==> src/rtl/pipe_skid_reg.sv <==
// Pipeline register stage with a valid/ready handshake and synchronous flush.
// SKID=0 is a single register whose in_ready is combinational from out_ready.
// SKID=1 adds a second (skid) entry so in_ready comes straight from a flop,
// which breaks long combinational ready chains between pipeline stages.
//
// Handshake: a beat moves on a port when valid and ready are both high at
// the rising clock edge; valid never depends on ready, and once out_valid is
// high it stays high with stable out_data until the beat is taken (only rst
// or flush may drop it).
module pipe_skid_reg #(
   parameter int WIDTH = 32,
   parameter int SKID  = 1
) (
   input  logic             clk,
   input  logic             rst,
   input  logic             flush,
   input  logic             in_valid,
   output logic             in_ready,
   input  logic [WIDTH-1:0] in_data,
   output logic             out_valid,
   input  logic             out_ready,
   output logic [WIDTH-1:0] out_data,
   output logic [1:0]       occupancy,
   output logic [1:0]       dbg_state
);

   // State encoding doubles as the occupancy count.
   localparam logic [1:0] EMPTY = 2'd0;
   localparam logic [1:0] ONE   = 2'd1;
   localparam logic [1:0] FULL  = 2'd2;

   logic [1:0]       state_q;
   logic [WIDTH-1:0] main_q;
   logic             in_fire;
   logic             out_fire;

   assign in_fire   = in_valid & in_ready;
   assign out_fire  = out_valid & out_ready;
   assign out_valid = (state_q != EMPTY);
   assign out_data  = main_q;
   assign occupancy = state_q;
   assign dbg_state = state_q;

   generate
      if (SKID != 0) begin : g_skid
         logic [WIDTH-1:0] skid_q;
         logic [WIDTH-1:0] main_d;
         logic [WIDTH-1:0] skid_d;
         logic [1:0]       state_d;
         logic             ready_q;

         // in_ready is a flop, so out_ready never reaches it combinationally.
         assign in_ready = ready_q;

         // Next-state and payload selection for the EMPTY/ONE/FULL machine.
         always_comb begin
            state_d = state_q;
            main_d  = main_q;
            skid_d  = skid_q;
            case (state_q)
               EMPTY: begin
                  if (in_fire) begin
                     main_d  = in_data;
                     state_d = ONE;
                  end
               end
               ONE: begin
                  if (in_fire && out_fire) begin
                     main_d = in_data;
                  end else if (in_fire) begin
                     skid_d  = in_data;
                     state_d = FULL;
                  end else if (out_fire) begin
                     state_d = EMPTY;
                  end
               end
               FULL: begin
                  // in_ready is low here, so only the drain side can move.
                  if (out_fire) begin
                     main_d  = skid_q;
                     state_d = ONE;
                  end
               end
               default: begin
                  state_d = EMPTY;
               end
            endcase
         end

         // State, payload and registered ready; rst and flush both empty the stage.
         always_ff @(posedge clk) begin
            if (rst || flush) begin
               state_q <= EMPTY;
               main_q  <= '0;
               skid_q  <= '0;
               ready_q <= 1'b1;
            end else begin
               state_q <= state_d;
               main_q  <= main_d;
               skid_q  <= skid_d;
               ready_q <= (state_d != FULL);
            end
         end
      end else begin : g_single
         // A held beat can be replaced in the same cycle it is drained.
         assign in_ready = (state_q == EMPTY) | out_ready;

         // Single register: load on in_fire, empty on a lone out_fire.
         always_ff @(posedge clk) begin
            if (rst || flush) begin
               state_q <= EMPTY;
               main_q  <= '0;
            end else if (in_fire) begin
               state_q <= ONE;
               main_q  <= in_data;
            end else if (out_fire) begin
               state_q <= EMPTY;
            end
         end
      end
   endgenerate

endmodule

==> config.mk <==
export PLATFORM = sky130hd
export DESIGN_NAME = pipe_skid_reg
export DESIGN_NICKNAME = d
export VERILOG_FILES = /design/src/rtl/pipe_skid_reg.sv
export SDC_FILE = /design/constraint.sdc
export NUM_CORES = 1
export LEC_CHECK = 0
export CORE_ASPECT_RATIO = 1.2
export CORE_MARGIN = 2
export CORE_UTILIZATION = 40
export CTS_CLUSTER_SIZE = 24
export DETAILED_ROUTE_END_ITERATION = 10
export DONT_BUFFER_PORTS = 1
export HOLD_SLACK_MARGIN = 0.08
export PLACE_DENSITY_LB_ADDON = 0.12
export SYNTH_ARGS = -nofsm -noshare
export SYNTH_HDL_FRONTEND = slang
export SYNTH_SLANG_ARGS = --single-unit
==> constraint.sdc <==
create_clock -name clk -period 3.02 [get_ports clk]
set_input_delay 0.151 -clock clk [delete_from_list [all_inputs] [get_ports clk]]
set_output_delay 0.151 -clock clk [all_outputs]
set_load 0.05 [all_outputs]
# --- Word-level counts from Yosys, hierarchy flattened ---
# Cells that the tools add are included.
totals:
  reg_bits: 67
  word_cells: 30
classes:
  n_mux: 10
  n_bitwise: 3
  reduce_logical: 7
  n_eq_ne: 6
op_table:
  columns: ["operator", "n"]
  rows:
  - ["$mux W32", 3]
  - ["$pmux W32 S3", 1]
  - ["$mux W2", 5]
  - ["$ne A2 B2 Y1 const B", 4]
  - ["$pmux W2 S3", 1]
  - ["$reduce_and A4 Y1", 1]
  - ["$reduce_and A3 Y1", 1]
  - ["$reduce_bool A3 Y1", 1]
  - ["$and A1 B1 Y1", 2]
  - ["$eq A2 B1 Y1 const B", 1]
  - ["$eq A2 B2 Y1 const B", 1]
  - ["$logic_not A2 Y1", 1]
  - ["$reduce_bool A2 Y1", 1]
  - ["$logic_and A1 B1 Y1", 1]
  - ["$logic_or A1 B1 Y1", 1]
  - ["$not A1 Y1", 1]

# --- Depth between registers and ports, before layout ---
# Gate-level depths: netlist of run 1.
logic_depth:
  word_depth: 7
  mapped_depth: 6
  ltp_nobuf: 4

# --- Least setup slack after synthesis of run 1 ---
# OpenSTA, ideal clock, no wires.
synth_timing:
  kind: "reg-to-reg"
  startpoint: "register state_q[1], in the netlist dbg_state[1]"
  endpoint: "register main_q[10], in the netlist out_data[10]"
  n_path_buf: 2
  arrival_time_ns: 1.972
  period_less_slack_ns: 2.057
  setup_time_ns: 0.085
  stages_incl_launch_ff: 7
  path_slack_ns: 0.963
  cell_sequence: "dfxtp_1 or2_1 o211a_1 buf_6 buf_2 nand3_1 o31ai_2"
synth_via:
  elab_chain_cells: 5
  elab_cells_between_ends: 12
  classes_between: "5 x eq/ne; 1 x mux; 1 x bitwise; 5 x reduce/logical"
synth_lines:
  columns: ["item", "line", "rtl"]
  rows:
  - ["start: declaration", "32", "logic [1:0] state_q;"]
  - ["start signal: assignment", "98", "state_q <= state_d;"]
  - ["$reduce_bool A2 Y1 *", "39", "assign out_valid = (state_q != EMPTY);"]
  - ["named net out_valid", "20", "output logic out_valid,"]
  - ["$and A1 B1 Y1 *", "38", "assign out_fire = out_valid & out_ready;"]
  - ["$logic_and A1 B1 Y1", "68", "if (in_fire && out_fire) begin"]
  - ["$ne A2 B2 Y1 (no source line)", null, null]
  - ["$reduce_and A4 Y1 (no source line) *", null, null]
  - ["end signal: assignment", "99", "main_q <= main_d;"]
  - ["end: declaration", "33", "logic [WIDTH-1:0] main_q;"]
# The timed path passes the listed nets; every way through them passes the cells marked *.
# A chain may end at the register's enable or synchronous reset.

# --- Worst setup path after layout of run 1 ---
layout_timing:
  startpoint: "register state_q[1], in the netlist dbg_state[1]"
  endpoint: "register main_q[20], in the netlist out_data[20]"
layout_via:
  elab_chain_cells: 5
  elab_cells_between_ends: 12
  classes_between: "5 x eq/ne; 1 x mux; 1 x bitwise; 5 x reduce/logical"
layout_lines:
  columns: ["item", "line"]
  rows:
  - ["$reduce_bool A2 Y1", "39"]
  - ["$and A1 B1 Y1", "38"]
  - ["$logic_and A1 B1 Y1", "68"]
  - ["$ne A2 B2 Y1 (no source line)", null]
  - ["$reduce_and A4 Y1 (no source line)", null]
# Several ways; a longest one is shown, not always the timed one.

==> impl_results.md, run 1 <==
* Critical path class: reg2reg
* Clock Pin Slew Worst Setup and Hold Paths at approximately 0.070 ns
* First-pass GRT wire length at roughly 11000 um
* Hold WS at 0.1002 ns
* H-tree depth at 3
* Clock Skews at just under 0.008 ns
* Switching Share at 27.32%
* Initial antenna violation count at 0
* Sequential power share at 50.1%
* Die Footprint at ~8000 um^2
* CP required at ~3.3 ns
* # setup viols final at 0
* Net switching power at 0.0005341 W
* Starting density of the core at approximately 41%
* Clock power frac at between 40% and 50%
* Number of global-route vias before repair at around 2200
* GRT Util Overall at around 18%
* Seq/Total Area, Yosys at 45.83%
* Setup_tns at 0 ns
* Routed WL per cell at about 16 um
* FF-to-FF setup slack at ~0.82 ns
* Register bit total from synthesis at 67
* # rows at 34
* RSZ-0062 raised after global routing: false
* Final hold violations at 0
* Clock sink count at 67
* Max Clock Freq at around 450 MHz
* Clock root buffer: clkbuf_8
* CP endpoint kind: register
* Via count at between 2000 and 2500
* Vias/cell at about 5.3
* Combinational share of power at under 10%
* Yosys Warn Count at 0
* Clk_lat worst skew at approximately 0.34 ns
* Final slew viol count at 0
* Clock Path Buffers at 2
* CP startpoint kind: register
* Yosys cell types at 25
* Worst min path class: in2reg
* Mapped cell area at 2927 um^2
* Max Used Layer: met4
* Metal-1 WL at 3014 um
* Pwr dens at between 500 and 600 nW/um^2
* GRT Residual Overflow at 0
* Gate Count Post-Synth at 309
* Die Span X at 82.09 um
* Post-CTS Resized at 0
* TritonCTS Buffers at 9
* Met2 wire len at ~3200 um
* # port buffers at 0
* DRT Wirelength at roughly 6700 um
* Met3 routed WL at roughly 420 um
* Core Area at between 7000 and 8000 um^2
* Internal power at approximately 0.0014 W
* I/O Pins at between 70 and 80
* Starting DRC count in detailed routing at approximately 110
* Routability cong. at approximately 0.71
* # Max-Cap Violations at 0
* TritonRoute pass-1 iters at 5
* N_diodes at 0
* Crit path DAT at 2.47 ns
* Worst VDD drop at between 0.0002 and 0.00025 V
* Synth Area per Inst at 9.471 um^2
* Worst-Margin Slew at just over 0.9 ns
* Status: finished clean
* NumNets Final at roughly 370
* Leak pwr at ~1.4 nW
* Max-slew headroom at between 30 and 40%
* Crit path time final at about 2.2 ns
* Layout cell share with drive strength beyond 1 at 17.94%
* CTS tree: yes
* Post-Syn Nets at roughly 350
* Largest net degree at the start of global routing at 65
* Largest fanout on the critical path at 64
* Period utilization at around 73%
* Final ANT Viol Nets at 0
* Area growth from synthesis to layout at 20.05%
* Hpwl dp at 4006 um
* Post-route DRC at 0
* Die H at slightly below 100 um
[cell usage after synthesis]
cell type | instances | share of area [%]
a21o_1 | 1 | 0.26
a211oi_1 | 1 | 0.26
mux2i_1 | 32 | 11
a21oi_1 | 33 | 5.6
or4b_1 | 1 | 0.34
nand2b_1 | 1 | 0.21
or2_2 | 1 | 0.21
buf_4 | 2 | 0.51
o21a_1 | 1 | 0.26
or2_1 | 1 | 0.21
buf_1 | 4 | 0.51
o211a_1 | 1 | 0.34
buf_2 | 11 | 1.9
clkbuf_1 | 7 | 0.90
nand3b_1 | 2 | 0.51
nand4b_1 | 1 | 0.30
nor2_1 | 2 | 0.26
nand2_1 | 66 | 8.5
a211o_1 | 1 | 0.30
nor4b_2 | 1 | 0.51
nand3_1 | 33 | 5.6
buf_6 | 7 | 2.7
o31ai_2 | 28 | 12
o31ai_1 | 4 | 1.0
dfxtp_1 | 67 | 46
[cell type report]
class	count	area [um^2]
Timing Repair Buffer	46	430.4
Multi-Input combinational cell	211	1416
Tap cell	90	112.6
Clock inverter	4	47.55
Sequential cell	67	1341
Fill cell	713	3676
Clock buffer	12	165.2
[through the flow]
step	instances	utilization, %	total power [W]	setup WS (ns)	instance area, um^2
after global placement	380	41.18	0.001138	0.8619	2960
after floorplan	309	-	0.001120	0.9634	2927
after global routing	430	48.87	0.002034	0.6636	3513
after CTS	430	48.87	0.001972	0.8372	3513
final	430	48.87	0.001955	0.8153	3513
after detailed placement	380	41.18	0.001139	0.8376	2960
[flip-flops by register name, indices dropped and copies added (netlist names)]
| name | count |
|---|---|
| g_skid.skid_q | 32 |
| in_ready | 1 |
| dbg_state | 2 |
| out_data | 32 |
[path summary, 6_finish.rpt]
path / to / depth (start not counted) / start
setup / recovery: out_data[20] / 5 / dbg_state[1]
hold / removal: dbg_state[0] / 3 / out_ready
setup reg to reg: out_data[20] / 5 / dbg_state[1]
hold reg to reg: g_skid.skid_q[2] / 2 / g_skid.skid_q[2]
[layout by cell type, fill, tap and decap left out]
cell and n:
dlygate4sd3_1 34, nor2_1 1, clkinvlp_4 1, nand3_1 33, or4b_1 1, clkbuf_8 12, a21oi_1 33, o31ai_1 4
or2_2 1, mux2i_1 32, o211a_4 1, nor2_2 1, o21a_1 1, dfxtp_1 67, a211o_1 1, a211oi_1 1
a21o_1 1, o31ai_2 28, nand2b_2 1, nand3b_1 2, or2_1 1, bufinv_16 1, clkinv_2 2, nor4b_4 1
nand4b_1 1, nand2_1 66, buf_4 12
[power groups by stage]
stage               combinational (W)  clock (W)  sequential, W
floorplan                    0.000119          0        0.00100
global placement             0.000137          0        0.00100
detailed placement           0.000138          0        0.00100
CTS                          0.000180   0.000812       0.000980
global route                 0.000195   0.000856       0.000983
finish                       0.000178   0.000797       0.000980
[cell families after synthesis]
kind of cell	count (synthesis)	synth area share [%]
AO/OA/AOI/OAI	70	20.05
AND/OR/NAND/NOR	109	16.67
flip-flops	67	45.83
buffers and inverters	31	6.498
multiplexers	32	10.94
[critical path, stage by stage (launching register included)]
cell      delay (ns)
dfxtp_1         0.47
buf_4           0.37
nand4b_1        0.19
o211a_4         0.73
nand3_1         0.19
o31ai_2         0.09
[metal layers]
metal  vias to the layer above  global-route usage (%)
met4                         0                   6.154
met3                         7                   6.320
met1                      1077                   22.75
li1                       1136                       -
met5                         -                       0
met2                        61                   27.27
[timing repair]
action                                 4_1_cts  5_1_grt
buffers inserted                             0        0
endpoints found under the hold margin       67        0
setup endpoints to repair                    0        0
hold buffers                                34        0
Power figures use the tool's default switching activity.
==> run 2, diff against run 1 <==
ABC_AREA = 1   (was not set)
clock period = 2.1 ns   (was 3.02 ns; I/O delays follow)
==> run 2 against run 1 <==
Compared with the run above: sequential share of layout area fell by 2.9 points; flip-flop and latch count did not move; clock power rose by 73%; combinational power rose by 73%; final cell count rose by 41%; register-to-register slack got worse by 0.65 ns; via count rose by 21%.
==> impl_results.md, run 2 <==
* Design area at 3805 um^2 (was 3513 um^2)
* First-pass GRT wire length at 11740 um (was 10960 um)
* Primary FF master, synth: dfxtp_1 (unchanged)
* Synth Area per Inst at 6.299 um^2 (was 9.471 um^2)
* Layout cell share with drive strength beyond 1 at 6.395% (was 17.94%)
* Pre-CTS worst setup slack at 0.6212 ns (was 0.8376 ns)
* Final hold violations at 0 (unchanged)
* Clock sink count at 67 (unchanged)
* Clock root buffer: clkbuf_8 (unchanged)
* Clock Pin Slew Worst Setup and Hold Paths at 0.08 ns (was 0.07 ns)
* # rows at 34 (unchanged)
* Critical path class: reg2reg (unchanged)
* Cell taking the most area after synthesis: dfxtp_1 (unchanged)
* Final WS setup at 0.1612 ns (was 0.8153 ns)
* Crit path DAT at 2.22 ns (was 2.47 ns)
* Leak pwr at 1.726 nW (was 1.408 nW)
* TritonCTS Buffers at 9 (unchanged)
* RR Endpoint: dbg_state[0] (was out_data[20])
* Routability cong. at 0.7761 (was 0.7075)
* Yosys cell types at 13 (was 25)
* Utilization after layout at 52.92% (was 48.87%)
* CP startpoint kind: register (unchanged)
* Met3 GRT Util at 2.865% (was 6.320%)
* Synth cell count leaders: nand2_1, nor2_1, dfxtp_1 (was dfxtp_1, nand2_1, a21oi_1, nand3_1, mux2i_1)
* Period utilization at 92.32% (was 73.00%)
* Worst reg2reg path startpoint: dbg_state[0] (was dbg_state[1])
* CP most frequent cell: dlygate4sd3_1
* Die H at 98.04 um (was 97.70 um)
* EDFF count, synth at 0 (unchanged)
* Clock Path Buffers at 2 (unchanged)
* Crit path launch: dbg_state[0] (was dbg_state[1])
* Crit path capture: dbg_state[0] (was out_data[20])
* Clk_lat worst skew at 0.34 ns (about the same)
* Post-CTS Setup Bufs at 0 (unchanged)
* Largest cells by area after synthesis: dfxtp_1, nand2_1, nor2_1, o21ai_0, inv_1 (was dfxtp_1, o31ai_2, mux2i_1, nand2_1, a21oi_1)
* CP required at 2.38 ns (was 3.28 ns)
* Largest net degree at the start of global routing at 42 (was 65)
* RSZ-0062 raised after global routing: false (unchanged)
* Slowest CP cell: dlygate4sd3_1 (was o211a_4)
* Hpwl dp at 4098 um (was 4006 um)
* Met2 Use GR at 31.33% (was 27.27%)
* Grt met1 use at 21.98% (was 22.75%)
* Max-slew headroom at 62.81% (was 38.67%)
* TritonRoute pass-1 iters at 4 (was 5)
* Post-route DRC at 0 (unchanged)
* CTS tree: yes (unchanged)
* H-tree depth at 3 (unchanged)
* # port buffers at 0 (unchanged)
* Mapped cell area at 2948 um^2 (was 2927 um^2)
* Worst-Margin Slew at 0.5571 ns (was 0.9200 ns)
* Starting density of the core at 41.00% (was 40.71%)
* Worst min path class: in2reg (unchanged)
* N_diodes at 0 (unchanged)
* Die Span X at 82.37 um (was 82.09 um)
* Via count at 2754 (was 2281)
* Most common cell in the netlist: nand2_1 (was dfxtp_1)
* Top-area cell type share of the netlist area at 45.50% (was 45.83%)
* Setup_tns at 0 ns (unchanged)
* # Max-Cap Violations at 0 (unchanged)
* Commonest non-fill, non-tap cell in the layout: nand2_1 (was dfxtp_1)
* Number of global-route vias before repair at 2590 (was 2239)
* Gr busiest metal: met2 (unchanged)
* Gate Count Post-Synth at 468 (was 309)
* Vias/cell at 4.545 (was 5.305)
* GRT Util Overall at 18.47% (was 17.71%)
* Yosys Warn Count at 0 (unchanged)
* CP endpoint kind: register (unchanged)
* NumNets Final at 548 (was 372)
* # setup viols final at 0 (unchanged)
* Worst VDD drop at 0.0005089 V (was 0.0002316 V)
* Initial antenna violation count at 0 (unchanged)
* Seq/Total Area, Yosys at 45.50% (was 45.83%)
* Area growth from synthesis to layout at 29.07% (was 20.05%)
* Pwr dens at 818.1 nW/um^2 (was 556.5 nW/um^2)
* Die Footprint at 8075 um^2 (was 8020 um^2)
* Hold WS at 0.1727 ns (was 0.1002 ns)
* Final ANT Viol Nets at 0 (unchanged)
* Register bit total from synthesis at 67 (unchanged)
* GRT Residual Overflow at 0 (unchanged)
* R2R cell count at 6 (was 5)
* Post-DP Area at 3047 um^2 (was 2960 um^2)
* Core Area at 7189 um^2 (unchanged)
* FF-to-FF setup slack at 0.16 ns (was 0.82 ns)
* Status: finished clean (unchanged)
* Crit path time final at 1.939 ns (was 2.205 ns)
* DRT Wirelength at 7040 um (was 6725 um)
* Synth async-reset ratio at 0% (unchanged)
* Largest fanout on the critical path at 3 (was 64)
* Starting DRC count in detailed routing at 101 (was 109)
* Clock Skews at 0.006773 ns (was 0.007918 ns)
* Most frequent cells in the layout: nand2_1, nor2_1, dfxtp_1, dlygate4sd3_1, inv_1 (was dfxtp_1, nand2_1, dlygate4sd3_1, nand3_1, a21oi_1)
* Worst-path cell chain: inv_2 -> nor2_1 -> nand3_1 -> dlygate4sd3_1 -> a21boi_1 -> dlygate4sd3_1 (was buf_4 -> nand4b_1 -> o211a_4 -> nand3_1 -> o31ai_2)
* Max Clock Freq at 515.8 MHz (was 453.6 MHz)
* Post-Syn Nets at 505 (was 346)
* Worst stage delay on the critical path at 0.57 ns (was 0.73 ns)
* Routed WL per cell at 11.62 um (was 15.64 um)
* I/O Pins at 75 (unchanged)
* Final slew viol count at 0 (unchanged)
* Hold Path Cell Cnt at 4 (was 3)
[run 2: cell types whose count changed in the layout (fill, tap and decap cells not counted), moves of 4 or more]
cell           before  now
nor2_1              1  131
buf_4              12    7
nand3_1            33    2
o21ai_0             0   33
buf_12              0    4
dlygate4sd3_1      34   48
o31ai_2            28    0
inv_1               0   35
nand2_1            66  165
a21oi_1            33    0
mux2i_1            32    0
o31ai_1             4    0
[run 2: worst min path at each step]
stage,start,to,slack [ns]
2_1_floorplan,in_data[0],g_skid.skid_q[0],0.27
3_5_place_dp,in_data[23],g_skid.skid_q[23],0.28
5_1_grt,flush,out_data[28],0.18
3_3_place_gp,in_data[17],g_skid.skid_q[17],0.27
4_1_cts,flush,out_data[19],0.16
6_report,flush,out_data[13],0.17
[run 2: repair_timing]
item                                    CTS  global route
endpoints found under the hold margin    67             0
hold buffers                             49             0
endpoints found under the setup margin    0             3
gates resized for setup                   0             2
[run 2: worst max-delay path, delay by kind of cell (launching register included)]
kind | cells | cell delay (ns)
flops | 1 | 0.35
simple gates | 2 | 0.20
buf+inv | 3 | 1.18
compound gates | 1 | 0.15
[run 2: per-stage QoR]
step	cells	total power, W
detailed placement	541	0.001684
CTS	606	0.003140
global route	606	0.003237
global placement	541	0.001681
finish	606	0.003113
floorplan	468	0.001642
[run 2: cell families after synthesis]
group / count (synthesis) / share of synthesized area (%)
AND/OR/NAND/NOR: 301 / 38.50
flip-flops: 67 / 45.50
buffers and inverters: 66 / 10.14
AO/OA/AOI/OAI: 34 / 5.858
[run 2: metal layers]
metal,routed length [um],up-vias
li1,-,1466
met2,3322,66
met4,172,0
met1,3172,1209
met3,373,13
met5,0,-
[run 2: area by class of cell]
type                    count  area, um^2
fillers                   719        3385
flip-flops and latches     67        1341
multi-input cells         335        1323
clock inverters             4       95.09
inverters                  38       142.6
well taps                  90       112.6
repair buffers             60       625.6
clock buffers              12       165.2
[run 2: power breakdown]
group	switching, W	internal (W)
clock network	0.000491	0.000885
logic	0.000166	0.000141
registers	0.000124	0.00131
==> run 3, diff against run 2 <==
BUFFER_PORTS_ARGS = -buffer_cell sky130_fd_sc_hd__buf_2   (was not set)
DONT_BUFFER_PORTS = not set   (was 1)
==> run 3 against run 2 <==
Compared with the run above: critical path depth rose by 1; utilization increased by 1.0 points; die area is the same; worst setup slack gained 0.48 ns; wire length is 3.1% lower; largest cell class unchanged; highest routed layer unchanged.
==> impl_results.md, run 3 (synthesis gave the netlist of run 2 again) <==
* FF-to-FF setup slack at 0.64 ns (was 0.16 ns)
* RR Endpoint: out_data[14] (was dbg_state[0])
* Crit path time final at 1.457 ns (was 1.939 ns)
* Layout cell share with drive strength beyond 1 at 17.93% (was 6.395%)
* CP endpoint kind: register (unchanged)
* Worst min path class: in2reg (unchanged)
* Die Span X at 82.37 um (unchanged)
* Placed insts at 610 (was 541)
* TritonCTS Buffers at 9 (unchanged)
* # rows at 34 (unchanged)
* Starting density of the core at 41.00% (unchanged)
* Clock root buffer: clkbuf_8 (unchanged)
* Pwr dens at 723.1 nW/um^2 (was 818.1 nW/um^2)
* Max-slew headroom at 60.57% (was 62.81%)
* Slowest CP cell: dfxtp_1 (was dlygate4sd3_1)
* Worst VDD drop at 0.0003936 V (was 0.0005089 V)
* R2R cell count at 7 (was 6)
* # setup viols final at 0 (unchanged)
* TritonRoute pass-1 iters at 4 (unchanged)
* Setup_tns at 0 ns (unchanged)
* Number of global-route vias before repair at 2546 (was 2590)
* Period utilization at 69.37% (was 92.32%)
* Hold path start: in_valid (was flush)
* Crit path DAT at 1.73 ns (was 2.22 ns)
* Sequential Area at 1341 um^2 (unchanged)
* Largest net degree at the start of global routing at 67 (was 42)
* Net switching power at 0.0007998 W (was 0.0007808 W)
* Vias/cell at 4.337 (was 4.545)
* Area of the multi-input gates at 1318 um^2 (was 1323 um^2)
* NumNets Final at 601 (was 548)
* CTS tree: yes (unchanged)
* Clk_lat worst skew at 0.34 ns (about the same)
* GRT Residual Overflow at 0 (unchanged)
* Internal power at 0.002004 W (was 0.002332 W)
* First-pass GRT wire length at 11390 um (was 11740 um)
* Final slew viol count at 0 (unchanged)
* Worst-Margin Slew at 0.5905 ns (was 0.5571 ns)
* Post-Layout Cell Count at 659 (was 606)
* Final hold violations at 0 (unchanged)
* Clock power frac at 37.4% (was 44.2%)
* Die Footprint at 8075 um^2 (unchanged)
* Switching Share at 28.53% (was 25.08%)
* Clock sink count at 67 (unchanged)
* Final ANT Viol Nets at 0 (unchanged)
* Clock Pin Slew Worst Setup and Hold Paths at 0.08 ns (about the same)
* Sequential power share at 47.1% (was 45.9%)
* H-tree depth at 3 (unchanged)
* Die H at 98.04 um (unchanged)
* Commonest non-fill, non-tap cell in the layout: nand2_1 (unchanged)
* Max Clock Freq at 686.5 MHz (was 515.8 MHz)
* Leak pwr at 1.928 nW (was 1.726 nW)
* Routed WL per cell at 10.35 um (was 11.62 um)
* Largest fanout on the critical path at 19 (was 3)
* Area growth from synthesis to layout at 31.54% (was 29.07%)
* Most frequent cells in the layout: nand2_1, nor2_1, buf_2, dfxtp_1, inv_1 (was nand2_1, nor2_1, dfxtp_1, dlygate4sd3_1, inv_1)
* Clock Skews at 0.009715 ns (was 0.006773 ns)
* RSZ-0062 raised after global routing: false (unchanged)
* Post-route DRC at 0 (unchanged)
* Fillers at 747 (was 719)
* Worst stage delay on the critical path at 0.42 ns (was 0.57 ns)
* DRT Wirelength at 6821 um (was 7040 um)
* Hpwl dp at 3957 um (was 4098 um)
* CP startpoint kind: register (unchanged)
* Routability cong. at 0.7320 (was 0.7761)
* Worst-path cell chain: nand2_2 -> inv_1 -> buf_12 -> nand2_1 -> nand2_1 -> nor2_1 -> nor2_1 (was inv_2 -> nor2_1 -> nand3_1 -> dlygate4sd3_1 -> a21boi_1 -> dlygate4sd3_1)
* Hold path endpoint: dbg_state[0] (was out_data[13])
* Combinational share of power at 15.5% (was 9.9%)
* Starting DRC count in detailed routing at 100 (was 101)
* Post-CTS Setup Bufs at 0 (unchanged)
* Core Area at 7189 um^2 (unchanged)
* # port buffers at 74 (was 0)
* Initial antenna violation count at 0 (unchanged)
* N_diodes at 0 (unchanged)
* CP required at 2.37 ns (was 2.38 ns)
* Status: finished clean (unchanged)
* GRT Util Overall at 18.09% (was 18.47%)
* Critical path class: reg2reg (unchanged)
* Clock Path Buffers at 2 (unchanged)
* I/O Pins at 75 (unchanged)
* # Max-Cap Violations at 0 (unchanged)
* Worst reg2reg path startpoint: dbg_state[1] (was dbg_state[0])
* Hold Path Cell Cnt at 4 (unchanged)
* Via count at 2858 (was 2754)
run 3: cell count changes in the layout (fill, tap and decap cells not counted), sizes merged:
cell | previous run | this run
buf | 11 | 80
dlymetal6s4s | 1 | 0
clkbuf | 12 | 9
clkinvlp | 0 | 2
dlygate4sd3 | 48 | 33
bufinv | 3 | 1
clkinv | 1 | 4
run 3: timing repair:
action,in CTS,in global routing
resized for setup,0,0
hold buffers,33,0
endpoints found under the hold margin,33,0
run 3: power by group through the flow:
stage	clock network [W]	registers (W)	logic [W]
floorplan	0	0.00146	0.000185
global placement	0	0.00135	0.000388
detailed placement	0	0.00135	0.000388
CTS	0.00109	0.00132	0.000437
global route	0.00115	0.00133	0.000483
finish	0.00105	0.00132	0.000434
run 3: routing by layer:
metal	track usage [%]	up-vias	part of all wire, %
li1	-	1572	-
met1	22.55	1223	47
met2	29.47	55	47
met3	3.050	8	4.0
met4	9.103	0	1.8
met5	0	-	0
run 3: final cells by class:
type,count,area share [%]
clock buffer,9,3.195
clock inverter,7,1.775
inverter,38,3.679
multi-input combinational,335,33.98
sequential,67,34.59
tap,90,2.904
timing repair buffer,113,19.88
run 3: worst max-delay path by stage:
stage	from	endpoint	cells past startpoint
2_1_floorplan	dbg_state[1]	out_data[10]	9
3_3_place_gp	dbg_state[1]	out_data[14]	7
3_5_place_dp	dbg_state[1]	out_data[14]	7
4_1_cts	out_ready	in_ready	6
5_1_grt	dbg_state[1]	out_data[12]	7
6_report	dbg_state[1]	out_data[14]	7
run 3: stage by stage:
step	utilization, %	area [um^2]	worst slack [ns]	power [W]	hold WS (ns)
final	53.93	3877	0.6433	0.002804	0.09945
after global routing	53.93	3877	0.4775	0.002960	0.1045
after CTS	53.93	3877	0.6338	0.002848	0.08209
after detailed placement	46.66	3354	0.6640	0.001740	0.3798
after global placement	46.66	3354	0.6737	0.001739	0.3724
after floorplan	-	2948	0.2738	0.001642	0.2710
run 3: critical path, delay by kind of cell (launching register included):
kind          cells  cell delay (ns)
buf+inv           2             0.60
flops             1             0.42
simple gates      5             0.36
